**src/rtl/slicer_ref.sv**
```systemverilog
// slicer_ref: 4-PAM Gray decision slicer with block-averaged mean-|x| threshold/reference estimation.
// Define SLICER_ERR_EN to compile in the saturated slicer-error output; otherwise err is tied to zero.
module slicer_ref #(
  parameter int                 ACC_LOG2    = 12,
  parameter logic signed [17:0] INIT_THRESH = 18'sd87381
) (
  input  logic               clk,
  input  logic               reset,
  input  logic               sym_en,
  input  logic signed [17:0] dec_in,
  output logic [1:0]         slicer_out,
  output logic signed [17:0] dec_val,
  output logic signed [17:0] err,
  output logic               out_valid,
  output logic signed [17:0] thresh,
  output logic signed [17:0] ref_lvl,
  output logic               ref_valid
);

  localparam int ACC_W = 17 + ACC_LOG2;
  localparam logic signed [17:0] MAX_POS = 18'sd131071;

  // Outer level is 1.5x the mean |x|, clipped to positive full scale.
  function automatic logic signed [17:0] outerOf(input logic signed [17:0] m);
    logic signed [18:0] s;
    s = 19'(m) + 19'(m >>> 1);
    if (s > 19'sd131071)
      return MAX_POS;
    else
      return s[17:0];
  endfunction

  localparam logic signed [17:0] INIT_REF = outerOf(INIT_THRESH);

  typedef enum logic {INIT, TRACK} stateT;

  stateT state;
  stateT stateNext;

  logic [16:0]               absIn;
  logic [16:0]               absX;
  logic                      xSign;
  logic                      v1;
  logic [ACC_W-1:0]          acc;
  logic [ACC_W-1:0]          accSum;
  logic [ACC_LOG2-1:0]       cnt;
  logic                      blockDone;
  logic [16:0]               mNew;
  logic signed [17:0]        activeThresh;
  logic signed [17:0]        innerLvl;
  logic signed [17:0]        outerLvl;
  logic signed [17:0]        levelMag;
  logic                      isOuter;
  logic [1:0]                slcNext;
  logic signed [17:0]        dvNext;

  // The most negative sample has no positive twin, so it clips to full scale.
  always_comb begin
    absIn = dec_in[16:0];
    if (dec_in[17]) begin
      if (dec_in[16:0] == 17'd0)
        absIn = 17'h1FFFF;
      else
        absIn = ~dec_in[16:0] + 17'd1;
    end
  end

  always_ff @(posedge clk or posedge reset) begin
    if (reset) begin
      absX  <= '0;
      xSign <= 1'b0;
      v1    <= 1'b0;
    end else begin
      v1 <= sym_en;
      if (sym_en) begin
        absX  <= absIn;
        xSign <= dec_in[17];
      end
    end
  end

  always_ff @(posedge clk or posedge reset) begin
    if (reset)
      state <= INIT;
    else
      state <= stateNext;
  end

  always_comb begin
    stateNext = state;
    if (state == INIT && blockDone)
      stateNext = TRACK;
  end

  // Until the first block completes the threshold is pinned to its start value.
  always_comb begin
    activeThresh = thresh;
    if (state == INIT)
      activeThresh = INIT_THRESH;
    innerLvl = activeThresh >>> 1;
    outerLvl = outerOf(activeThresh);
    isOuter  = $signed({1'b0, absX}) >= activeThresh;
    levelMag = isOuter ? outerLvl : innerLvl;
    dvNext   = xSign ? -levelMag : levelMag;
    case ({xSign, isOuter})
      2'b00:   slcNext = 2'b11;
      2'b01:   slcNext = 2'b10;
      2'b10:   slcNext = 2'b01;
      default: slcNext = 2'b00;
    endcase
  end

  always_ff @(posedge clk or posedge reset) begin
    if (reset) begin
      slicer_out <= 2'b00;
      dec_val    <= '0;
      out_valid  <= 1'b0;
    end else begin
      out_valid <= v1;
      if (v1) begin
        slicer_out <= slcNext;
        dec_val    <= dvNext;
      end
    end
  end

`ifdef SLICER_ERR_EN
  logic signed [17:0] xReg;
  logic signed [18:0] diff;
  logic signed [17:0] errNext;

  always_ff @(posedge clk or posedge reset) begin
    if (reset)
      xReg <= '0;
    else if (sym_en)
      xReg <= dec_in;
  end

  always_comb begin
    diff    = 19'(xReg) - 19'(dvNext);
    errNext = diff[17:0];
    if (diff > 19'sd131071)
      errNext = MAX_POS;
    else if (diff < -19'sd131072)
      errNext = -18'sd131072;
  end

  always_ff @(posedge clk or posedge reset) begin
    if (reset)
      err <= '0;
    else if (v1)
      err <= errNext;
  end
`else
  assign err = '0;
`endif

  // The symbol that wraps the counter is folded into the block it closes.
  always_comb begin
    accSum    = acc + ACC_W'(absX);
    blockDone = v1 && (&cnt);
    mNew      = accSum[ACC_W-1:ACC_LOG2];
  end

  always_ff @(posedge clk or posedge reset) begin
    if (reset) begin
      acc       <= '0;
      cnt       <= '0;
      thresh    <= INIT_THRESH;
      ref_lvl   <= INIT_REF;
      ref_valid <= 1'b0;
    end else begin
      ref_valid <= blockDone;
      if (v1) begin
        cnt <= cnt + ACC_LOG2'(1);
        if (blockDone) begin
          acc     <= '0;
          thresh  <= $signed({1'b0, mNew});
          ref_lvl <= outerOf($signed({1'b0, mNew}));
        end else begin
          acc <= accSum;
        end
      end
    end
  end

endmodule

```
**config.mk**
```make
export PLATFORM = sky130hd
export DESIGN_NAME = slicer_ref
export DESIGN_NICKNAME = d
export VERILOG_FILES = /design/src/rtl/slicer_ref.sv
export SDC_FILE = /design/constraint.sdc
export NUM_CORES = 1
export LEC_CHECK = 0
export BUFFER_PORTS_ARGS = -buffer_cell sky130_fd_sc_hd__buf_4
export CAP_MARGIN = 40
export CORE_MARGIN = 8
export CORE_UTILIZATION = 33
export CTS_CLUSTER_DIAMETER = 60
export DETAILED_ROUTE_END_ITERATION = 6
export GPL_TIMING_DRIVEN = 0
export PLACE_DENSITY = 0.47
export SLEW_MARGIN = 40
export SYNTH_ARGS = -nofsm -noshare
export SYNTH_HDL_FRONTEND = slang
export SYNTH_SLANG_ARGS = --single-unit
```
**constraint.sdc**
```tcl
create_clock -name clk -period 9.1 [get_ports clk]
set_clock_uncertainty 0.15 [all_clocks]
set_input_delay 0.455 -clock clk [delete_from_list [all_inputs] [get_ports clk]]
set_output_delay 0.455 -clock clk [all_outputs]
set_load 0.02 [all_outputs]
```
Yosys cells after proc, flatten, opt, wreduce, memory -nomap -nowiden. Index checks and enable logic that the tools add are counted. Widths: inputs -> output; s select.

Logic and storage cells: 40. Register bits after elaboration: 118. Bits of input ports: 21. Output and inout port bits: 76.

Reductions and logical operators: 6. $lt $le $gt $ge: 3. Mux-type cells: 9. Equality and inequality tests: 2. Bitwise logic cells: 2. Add/sub/neg operators: 6.

Operators with widths (count): $mux 18 (4); $mux 17 (3); $add 29x17->29 (1); $mux 29 (1); $add 18x17->19 (1); $gt 19x18->1 const B (1); $add 17x16->18 (1); $ge 18x18->1 (1); $gt 18x17->1 const B (1); $neg 18->18 (1); $add 17x1->17 const B (1); $logic_not 17->1 (1); $not 17->17 (1); $add 12x1->12 const B (1); $reduce_and 12->1 (1); $pmux 2 s3 (1); $eq 2x1->1 const B (1); $eq 2x2->1 const B (1); $logic_and 1x1->1 (2); $logic_not 2->1 (1); $reduce_and 2->1 (1); $not 1->1 (1).

Depth between registers and ports, before layout. Gate-level depths: netlist of run 1.

Depth after elaboration: 7. Gate-level depth with buffers: 23. Gate-level depth less buffers: 23.

Worst setup path before layout of run 1. No wires, ideal clock.

Path type: register to register. From: reg absX[6]. To: reg ref_lvl[16]. Arrival: 5102 ps. Setup slack: 3767 ps. Buffers on the path: 0. Clock period less this slack: 5333 ps. Stages on the path, launching flop included: 24. Data required time: 8869 ps. Setup time: 81 ps. Cell sequence: dfrtp_1 > ha_1 > a2111oi_0 > o21ai_2 > a31o_2 > a21o_1 > a21o_1 > a21o_1 > a21o_1 > a21oi_1 > xor2_1 > inv_1 > ha_1 > fa_1 > a21o_1 > a21oi_1 > nor2b_1 > nor2_1 > nand4_1 > a211oi_1 > o21bai_1 > a2111oi_1 > xnor2_1 > a21oi_1.

Cells in the longest elaborated chain, start to end: 4.

RTL lines: from (decl) (line 41) `logic [16:0] absX;`; from (signal assigned) (line 76) `absX <= absIn;`; $add 29x17->29 (*) (line 160) `accSum = acc + ACC_W'(absX);`; named net accSum[13] (line 45) `logic [ACC_W-1:0] accSum;`; $add 17x16->18 (*) (line 26) `s = 19'(m) + 19'(m >>> 1);`; $gt 18x17->1 (line 27) `if (s > 19'sd131071)`; $mux 18 (*) (line 27); to (signal assigned) (line 179) `ref_lvl <= outerOf($signed({1'b0, mNew}));`; to (decl) (line 16) `output logic signed [17:0] ref_lvl,`.

The timed path passes the listed nets; every way through them passes the cells marked *. A chain may end at the register's enable or synchronous reset.

Final worst setup path of run 1. Same ends and word-level chain as after synthesis.

==> results of run 1 <==
-- power by group through the flow --
stage,clock network (mW),registers [mW],logic [mW]
global route,0.737,0.703,1.59
CTS,0.712,0.691,1.42
floorplan,0,0.696,1.10
detailed placement,0,0.698,1.41
global placement,0,0.700,1.40
finish,0.696,0.690,1.41
-- final timing paths --
| kind | slack, ps | to | cells after the start | startpoint |
|---|---|---|---|---|
| worst max-delay path | 2730 | ref_lvl[16]$_DFFE_PP1P_ | 23 | absX[6]$_DFFE_PP0P_ |
| worst min-delay path | 30 | v1$_DFF_PP0_ | 1 | sym_en |
| worst max register to register | 2730 | ref_lvl[16]$_DFFE_PP1P_ | 23 | absX[6]$_DFFE_PP0P_ |
| worst min register to register | 220 | out_valid$_DFF_PP0_ | 0 | v1$_DFF_PP0_ |
| max in group asynchronous | 7620 | thresh[2]$_DFFE_PP1P_ | 4 | reset |
| min in group asynchronous | 460 | cnt[7]$_DFFE_PP0P_ | 3 | reset |
-- cells by family after synthesis --
| kind of cell | Yosys count |
|---|---|
| buffers and inverters | 119 |
| multiplexers | 12 |
| adder cells (fa/ha/maj) | 70 |
| XOR/XNOR | 88 |
| AND/OR/NAND/NOR | 312 |
| flip-flops | 118 |
| other | 1 |
| AO/OA/AOI/OAI | 301 |
-- per-stage QoR --
step	util	area (um2)	total power, mW
floorplan	-	8960	1.795
finish	0.3963	10590	2.793
global route	0.3963	10590	3.032
global placement	0.3726	9957	2.100
detailed placement	0.3739	9992	2.105
CTS	0.3963	10590	2.820
-- flip-flops by register name, summed over array words and instances, names as in the netlist --
| register | count |
|---|---|
| absX | 17 |
| acc | 29 |
| cnt | 12 |
| dec_val | 18 |
| out_valid | 1 |
| ref_lvl | 18 |
| ref_valid | 1 |
| slicer_out | 2 |
| state | 1 |
| thresh | 17 |
| v1 | 1 |
| xSign | 1 |
-- layer usage --
metal  up-vias  part of all wire  global-route usage
li1       3846                 -                   -
met1      3698              0.49              0.2247
met2       176              0.45              0.2624
met3        31             0.041             0.02923
met4         0             0.020             0.05258
met5         -                 0                   0
-- layout make-up --
type                       count  area, um2  share of cell area
buffer                        60      329.1             0.03107
clock buffer                  20      436.7             0.04123
clock inverter                12      152.6             0.01441
inverter                      59      229.0             0.02162
multi-input combinational    802       5424              0.5121
sequential                   118       2985              0.2819
tap                          341      426.7             0.04028
timing repair buffer          78      608.1             0.05741
-- cells in the final DEF, fill, tap and decap left out, types with 5 or more instances in the layout --
| master | count |
|---|---|
| a211oi_1 | 9 |
| a21o_1 | 23 |
| a21oi_1 | 81 |
| a21oi_2 | 17 |
| a22oi_1 | 6 |
| a31oi_1 | 11 |
| a41oi_1 | 5 |
| and2_1 | 7 |
| and3_1 | 12 |
| buf_2 | 5 |
| buf_4 | 96 |
| clkbuf_1 | 33 |
| clkbuf_16 | 17 |
| conb_1 | 19 |
| dfrtp_1 | 92 |
| dfstp_2 | 26 |
| ha_1 | 62 |
| inv_1 | 57 |
| mux2_2 | 8 |
| nand2_1 | 84 |
| nand2b_1 | 17 |
| nand3_1 | 33 |
| nand4_1 | 9 |
| nor2_1 | 93 |
| nor2b_1 | 8 |
| nor3_1 | 13 |
| o211ai_1 | 9 |
| o21a_1 | 6 |
| o21ai_0 | 47 |
| o21bai_1 | 9 |
| o22ai_1 | 8 |
| o2bb2ai_1 | 20 |
| o31ai_1 | 5 |
| or3_1 | 12 |
| xnor2_1 | 56 |
| xor2_1 | 32 |
==> flow_summary.ini, run 1 <==
[status]
status = complete, no violations

[clock_network]
numCtsBuffers = 17
postCtsSetupBuffers = 0
hold_buffers = 1
cts_num_sinks = 118
ctsRootBufferMaster = clkbuf_16
cts_max_level = 4
clk_latency_ps = 420
cts_tree = yes
clock_path_buffers = 2
clk_pin_slew_ps = 60
cts_resized = 0

[timing]
final.min_clock_period_ps = 6365
finalSetupViolCount = 0
fin_crit_sh = 0.6995
relSlewSlack = 0.5199
max_freq_mhz = 157.1
fin_ws_ps = 2735
worst_pin_slew_ps = 720.1
rsz0062_at_grt = no
slew_viol_final = 0
hold_ws_ps = 32.84
hold_viol = 0
setup_tns_ps = 0

[synth]
synth.distinct_cells = 84
synthCells = 1021
yosys.area_share.adder = 0.09976
synth_edf_count = 0
synth_compound_area_frac = 0.2324
synth_top_cell_area_share = 0.2589
post-synth-top-area-cell = dfrtp_1
ys_warn_count = 0
synth_area_per_cell_um2 = 8.709
ys.flop_type = dfrtp_1
synthXorXnorAreaFrac = 0.08668
ys_seq_elements = 118
yosys-mux-area-fraction = 0.01463
synth_common_cells = nor2_1, dfrtp_1, nand2_1, a21oi_1, ha_1
synth_area_leaders = dfrtp_1, ha_1, dfstp_2, xnor2_1, a21oi_1
synth-simple-area-share = 0.1684
synth.most_common_cell = nor2_1
synth-seq-area-share = 0.3357
netlist_area_um2 = 8892
synth_top_family_by_area = compound AO/OA/AOI/OAI gates
async_flop_share = 1.000

[detailed_routing]
drt-total-wl_mm = 26.96
drcViolationCount = 0
dr.pass1.iters = 5
vias = 7751
wl_per_cell_um = 18.10
vias_per_cell = 5.202
ant_nets = 0
drt_iter0_markers = 517

[setup_path]
critPathSlowestCell = a2111oi_0
path_delay_family = compound AO/OA/AOI/OAI gates
worstPathMaxFanout = 5
cpMostUsedCell = a21o_1
cp_data_arrival_time_ps = 6560
end_kind = register
required_ps = 9300
path_buf_inv = 1
crit_type = register to register
path_cells = ha_1 -> a2111oi_0 -> o21ai_2 -> a31o_2 -> a21o_1 -> a21o_1 -> a21o_1 -> a21o_1 -> a21oi_1 -> xor2_1 -> inv_1 -> ha_1 -> fa_1 -> a21o_1 -> a21oi_1 -> nor2b_1 -> nor2_1 -> nand4_1 -> a211oi_1 -> o21bai_1 -> a2111oi_1 -> xnor2_1 -> a21oi_1
crit_path_max_incr_delay_ps = 550
start_kind = register

[global_route]
overflow = 0
grt_pass1_vias = 7766
track_usage = 0.1653
grt_max_degree = 69
antenna_found_initial = 0
grt_pass1_wl_mm = 43.01

[pwr]
p_comb_frac = 0.504
p_int_mw = 1.645
sequentialPowerShare = 0.247
p_leak_nw = 4.848
p_switching_mw = 1.148
ir_drop_mv = 0.1600
pwr-share-clk = 0.249
powerDensity_nw_per_um2 = 263.7
switching_share = 0.4110

[die]
row_count = 60
die_area_um2 = 32460
fp.dieH_um = 180.2
initial_core_util = 0.3327
core-area_um2 = 26730
dieWidth_um = 180.2
pin_count = 97

[flow_run]
maxCapViolCount = 0

[hold_path]
min_path_type = input pin to register

[place]
dp_slack_ps = 2875
post-dp-hpwl_mm = 21.01
port_buffers = 76
gp_congestion = 0.9008
post-place-cells = 1457

[final_layout]
n_antenna_cell = 0
fill_cells = 2735
nets = 1222
syn2layout_area_growth_pct = 19.11
layout.cells.non_filler = 1490
drive_above_1_share = 0.1793
Power figures use the tool's default switching activity.
==> inputs of run 2 (changes only) <==
clock period = 6.3 ns   (was 9.1 ns; I/O delays follow)
==> run 2 against run 1 <==
Compared with the run above:
- sequential cell count unchanged
- global-route usage unchanged
- cell area increased by 0.30%
- fmax increased by 6.8%
- utilization increased by 0.12 points
- die area unchanged
- final cell count unchanged
- worst setup slack got worse by 2400 ps
- non-clock buffer count unchanged
- clock power increased by 45%
- critical endpoint unchanged
- largest cell class unchanged
==> flow_summary.ini, run 2 (same netlist as run 1, synthesis figures left out) <==
[timing]
setup_tns_ps = 0
fin_ws_ps = 341.4
fin_crit_sh = 0.9458
relSlewSlack = 0.5326
hold_ws_ps = 23.25
worst_pin_slew_ps = 701.1
final.min_clock_period_ps = 5959
slew_viol_final = 0
finalSetupViolCount = 0
max_freq_mhz = 167.8
hold_viol = 0
rsz0062_at_grt = no

[place]
port_buffers = 76
post-dp-hpwl_mm = 21.01
place_area_um2 = 9992
dp_slack_ps = 74.57
gp_congestion = 0.9008

[global_route]
met1_usage = 0.2247
grt_max_degree = 69
grt_pass1_vias = 7771
track_usage = 0.1653
overflow = 0
grt_busiest_layer = met2
grt_pass1_wl_mm = 43.01
grt_use_met2 = 0.2624
antenna_found_initial = 0
met3_usage = 0.02923

[clock_network]
clk_pin_slew_ps = 60
clk_latency_ps = 430
cts_num_sinks = 118
cts_max_level = 4
ctsRootBufferMaster = clkbuf_16
cts_tree = yes
clock_path_buffers = 2
numCtsBuffers = 17
postCtsSetupBuffers = 0

[setup_path]
timing.rr.end = ref_lvl[16]$_DFFE_PP1P_
path_cells = ha_1 -> a2111oi_1 -> o21ai_2 -> a31o_2 -> a21o_1 -> a21o_1 -> a21o_1 -> a21o_1 -> a21oi_1 -> xor2_2 -> inv_1 -> ha_1 -> fa_1 -> a21o_1 -> a21oi_1 -> nor2b_1 -> nor2_1 -> nand4_1 -> a211oi_2 -> o21bai_1 -> a2111oi_2 -> xnor2_1 -> a21oi_1
critPathSlowestCell = a2111oi_1
cpMostUsedCell = a21o_1
required_ps = 6500
crit_path_max_incr_delay_ps = 480
start_kind = register
r2r_start = absX[6]$_DFFE_PP0P_
path_buf_inv = 1
end_kind = register
cp_data_arrival_time_ps = 6160
worstPathMaxFanout = 5
r2r_cells = 23
r2r_slack_ps = 340
path_delay_family = compound AO/OA/AOI/OAI gates
crit_type = register to register

[die]
dieWidth_um = 180.2
pin_count = 97
fp.dieH_um = 180.2
die_area_um2 = 32460
row_count = 60
core-area_um2 = 26730
initial_core_util = 0.3327

[pwr]
powerDensity_nw_per_um2 = 382.4
sequentialPowerShare = 0.245
p_leak_nw = 4.860
switching_share = 0.4118
pwr-share-clk = 0.248
ir_drop_mv = 0.2314
p_switching_mw = 1.673
p_int_mw = 2.390
p_comb_frac = 0.506

[detailed_routing]
drcViolationCount = 0
drt-total-wl_mm = 26.96
wl_per_cell_um = 18.09
drt_iter0_markers = 503
vias = 7737
ant_nets = 0
vias_per_cell = 5.193
dr.pass1.iters = 5

[final_layout]
drive_above_1_share = 0.1836
fill_cells = 2733
largest_reg_flops = 29
syn2layout_area_growth_pct = 19.46
reg_top3 = acc x29, dec_val x18, ref_lvl x18
final_common_cell = buf_4
nets = 1222
fin_area_um2 = 10620
layout_common_cells = buf_4, nor2_1, dfrtp_1
n_antenna_cell = 0
top_register = acc

[hold_path]
min_path_type = input pin to register
worst_hold_path.endpoint = absX[0]$_DFFE_PP0P_
whs_path_depth = 3
worstHoldStart = dec_in[0]

[status]
status = complete, no violations

[flow_run]
maxCapViolCount = 0
## run 2: changes by cell type in the layout (fill, tap and decap cells not counted), sizes merged
cell,previous run,this run
dlygate4sd3,1,2
clkbuf,50,49
## run 2: worst max path at each step
stage                     depth (start not counted)                      end  slack [ps]           startpoint
after floorplan                                  23  ref_lvl[16]$_DFFE_PP1P_         970  absX[6]$_DFFE_PP0P_
after global placement                           23  ref_lvl[16]$_DFFE_PP1P_         -30  absX[6]$_DFFE_PP0P_
after detailed placement                         23  ref_lvl[16]$_DFFE_PP1P_          70  absX[6]$_DFFE_PP0P_
after CTS                                        23  ref_lvl[16]$_DFFE_PP1P_         100  absX[6]$_DFFE_PP0P_
after global routing                             23  ref_lvl[16]$_DFFE_PP1P_          30  absX[6]$_DFFE_PP0P_
final                                            23  ref_lvl[16]$_DFFE_PP1P_         340  absX[6]$_DFFE_PP0P_
## run 2: timing repair
item	in CTS	in global routing
pin swaps	0	0
gates resized for setup	1	6
hold buffers	2	0
endpoints found under the setup margin	1	7
hold endpoints to repair	35	0
## run 2: per-layer routing
metal	routed length (um)	share of wire	vias up
li1	-	-	3843
met5	0	0	-
met4	580	0.022	0
met2	12000	0.45	180
met3	1163	0.043	35
met1	13220	0.49	3679
## run 2: power groups by stage
stage,Combinational (mW),Sequential (mW),Clock [mW]
after floorplan,1.59,1.00,0
after global placement,2.02,1.01,0
after detailed placement,2.03,1.01,0
after CTS,2.06,0.998,1.03
after global routing,2.32,1.02,1.06
final,2.06,0.996,1.01
## run 2: final cells by class
cell class / instances / area [um2] / area share
multi-input cells: 802 / 5448 / 0.5128
flip-flops and latches: 118 / 2985 / 0.2810
repair buffers: 79 / 618.1 / 0.05819
clock buffers: 20 / 436.7 / 0.04111
well taps: 341 / 426.7 / 0.04016
plain buffers: 59 / 326.6 / 0.03074
inverters: 59 / 229.0 / 0.02155
clock inverters: 12 / 152.6 / 0.01437
## run 2: worst register-to-register path, stage by stage (launching register included)
cell,delay [ps]
dfrtp_1,430
ha_1,390
a2111oi_1,480
o21ai_2,140
a31o_2,260
a21o_1,200
a21o_1,180
a21o_1,210
a21o_1,180
a21oi_1,230
xor2_2,280
inv_1,140
ha_1,250
fa_1,400
a21o_1,180
a21oi_1,220
nor2b_1,80
nor2_1,120
nand4_1,170
a211oi_2,390
o21bai_1,190
a2111oi_2,360
xnor2_1,110
a21oi_1,160
## run 2: metrics by stage
stage,total power [mW],utilization,cells
after floorplan,2.593,-,1039
after global placement,3.033,0.3726,1456
after detailed placement,3.041,0.3739,1457
after CTS,4.088,0.3969,1491
after global routing,4.404,0.3975,1490
final,4.062,0.3975,1490
==> inputs of run 3 (changes only) <==
MAX_ROUTING_LAYER = met4   (was unset)
REMOVE_ABC_BUFFERS = 1   (was unset)
==> run 3 against run 2 <==
Compared with the run above:
- register-to-register slack improved by 200 ps
- clock power barely moved
- via count decreased by 4.0%
- worst setup slack gained 200 ps
- power shrank 2.6%
- sequential cell count unchanged
- sequential share of layout area rose by 0.83 points
- first-iteration DRC count down 15%
- non-clock buffer count decreased by 57
- sequential power about the same
- routed wire length is 9.7% lower
- critical path type unchanged
- largest cell class unchanged
- highest routed layer unchanged
==> flow_summary.ini, run 3 (same netlist as run 1, synthesis figures left out) <==
[detailed_routing]
wl_per_cell_um = 16.99
dr.pass1.iters = 4
drcViolationCount = 0
drt-total-wl_mm = 24.35
vias_per_cell = 5.183
ant_nets = 0
drt_iter0_markers = 427
vias = 7427

[timing]
max_freq_mhz = 173.8
slew_viol_final = 0
worst_pin_slew_ps = 657.6
hold_ws_ps = 24.72
fin_crit_sh = 0.9135
setup_tns_ps = 0
relSlewSlack = 0.5616
rsz0062_at_grt = no
finalSetupViolCount = 0
final.min_clock_period_ps = 5755
hold_viol = 0
fin_ws_ps = 545.0

[pwr]
ir_drop_mv = 0.4223
p_leak_nw = 4.677
powerDensity_nw_per_um2 = 383.1

[setup_path]
required_ps = 6490
worstPathMaxFanout = 5
crit_type = register to register
start_kind = register
end_kind = register
critPathSlowestCell = a2111oi_1
cp_data_arrival_time_ps = 5950
crit_path_max_incr_delay_ps = 450
cpMostUsedCell = a21o_1
path_cells = ha_1 -> a2111oi_1 -> o21ai_2 -> a31o_2 -> a21o_1 -> a21o_1 -> a21o_1 -> a21o_1 -> a21oi_1 -> xor2_1 -> inv_1 -> ha_1 -> fa_1 -> a21o_1 -> a21oi_1 -> nor2b_1 -> nor2_1 -> nand4_1 -> a211oi_2 -> o21bai_1 -> a2111oi_2 -> xnor2_1 -> a21oi_1

[final_layout]
seq_area_um2 = 2990
nets = 1165
layout_common_cells = nor2_1, dfrtp_1, nand2_1
fill_cells = 2804
reg_top3 = acc x29, dec_val x18, ref_lvl x18
multi_input_area_um2 = 5461
top_register = acc
largest_reg_flops = 29
syn2layout_area_growth_pct = 16.21
drive_above_1_share = 0.1740
layout.cells.non_filler = 1433
final_common_cell = nor2_1
n_antenna_cell = 0

[global_route]
grt_pass1_vias = 7541
overflow = 0
grt_busiest_layer = met2
met3_usage = 0.03065
grt_use_met2 = 0.2398
antenna_found_initial = 0
grt_pass1_wl_mm = 40.50
met1_usage = 0.2088
track_usage = 0.1568
grt_max_degree = 61

[clock_network]
numCtsBuffers = 17
cts_max_level = 4
clk_latency_ps = 420
ctsRootBufferMaster = clkbuf_16
clock_path_buffers = 2
cts_num_sinks = 118
clk_pin_slew_ps = 60
cts_tree = yes

[place]
post-dp-hpwl_mm = 18.16
post-place-cells = 1399
dp_slack_ps = 195.3
port_buffers = 77
gp_congestion = 0.8545

[hold_path]
min_path_type = input pin to register

[status]
status = complete, no violations

[die]
die_area_um2 = 32460
dieWidth_um = 180.2
fp.dieH_um = 180.2
pin_count = 97
initial_core_util = 0.3327
core-area_um2 = 26730
row_count = 60

[flow_run]
maxCapViolCount = 0
==> run 3: changes by cell type in the layout (fill, tap and decap cells not counted), sizes merged <==
cell / previous run / this run
bufinv: 3 / 2
clkinv: 7 / 4
buf: 107 / 79
clkbuf: 49 / 24
clkinvlp: 1 / 3
inv: 60 / 58
==> run 3: where the power goes <==
group          total, mW  switching [mW]  leakage, nW  internal [mW]
sequential         0.999           0.112         1.39          0.888
combinational       1.98            1.13         3.01          0.849
clock              0.976           0.364        0.276          0.612
==> run 3: final cells by class <==
class,count,area share
timing repair buffer,81,0.06248
clock buffer,24,0.04662
multi-input combinational,802,0.5285
tap,341,0.04129
sequential,118,0.2894
clock inverter,8,0.009444
inverter,59,0.02228
==> run 3: routing by layer <==
metal  vias up  wire length [um]
li1       3734                 -
met1      3540             12330
met2       131             10880
met3        22               754
met4         0               382
met5         -                 0
==> run 3: critical path, delay by kind of cell, from the launching register on <==
family / cells / cell delay (ps)
fa+ha+maj: 3 / 1030
flops: 1 / 410
buf+inv: 1 / 150
xor+xnor: 2 / 420
simple gates: 3 / 360
compound gates: 14 / 3170
==> run 3: repair_timing <==
item | in CTS | in global routing
resized for setup | 0 | 4
buffers inserted | 0 | 0
endpoints found under the hold margin | 42 | 0
setup endpoints to repair | 0 | 1
hold buffers | 2 | 0
==> run 3: metrics by stage <==
stage / instance area [um2] / util / power [mW]
after global placement: 9635 / 0.3605 / 2.966
after detailed placement: 9714 / 0.3635 / 2.975
after CTS: 10310 / 0.3859 / 3.990
final: 10330 / 0.3867 / 3.959
after global routing: 10330 / 0.3867 / 4.339
after floorplan: 8631 / - / 2.556
==> run 3: path summary, 6_finish.rpt <==
path | start | to | slack, ps | depth (start not counted)
setup / recovery | absX[6]$_DFFE_PP0P_ | ref_lvl[16]$_DFFE_PP1P_ | 540 | 23
hold / removal | dec_in[0] | absX[0]$_DFFE_PP0P_ | 20 | 3
setup reg to reg | absX[6]$_DFFE_PP0P_ | ref_lvl[16]$_DFFE_PP1P_ | 540 | 23
hold reg to reg | thresh[8]$_DFFE_PP1P_ | thresh[8]$_DFFE_PP1P_ | 320 | 2
max in group asynchronous | reset | thresh[0]$_DFFE_PP1P_ | 4980 | 4
min in group asynchronous | reset | ref_valid$_DFF_PP0_ | 330 | 3
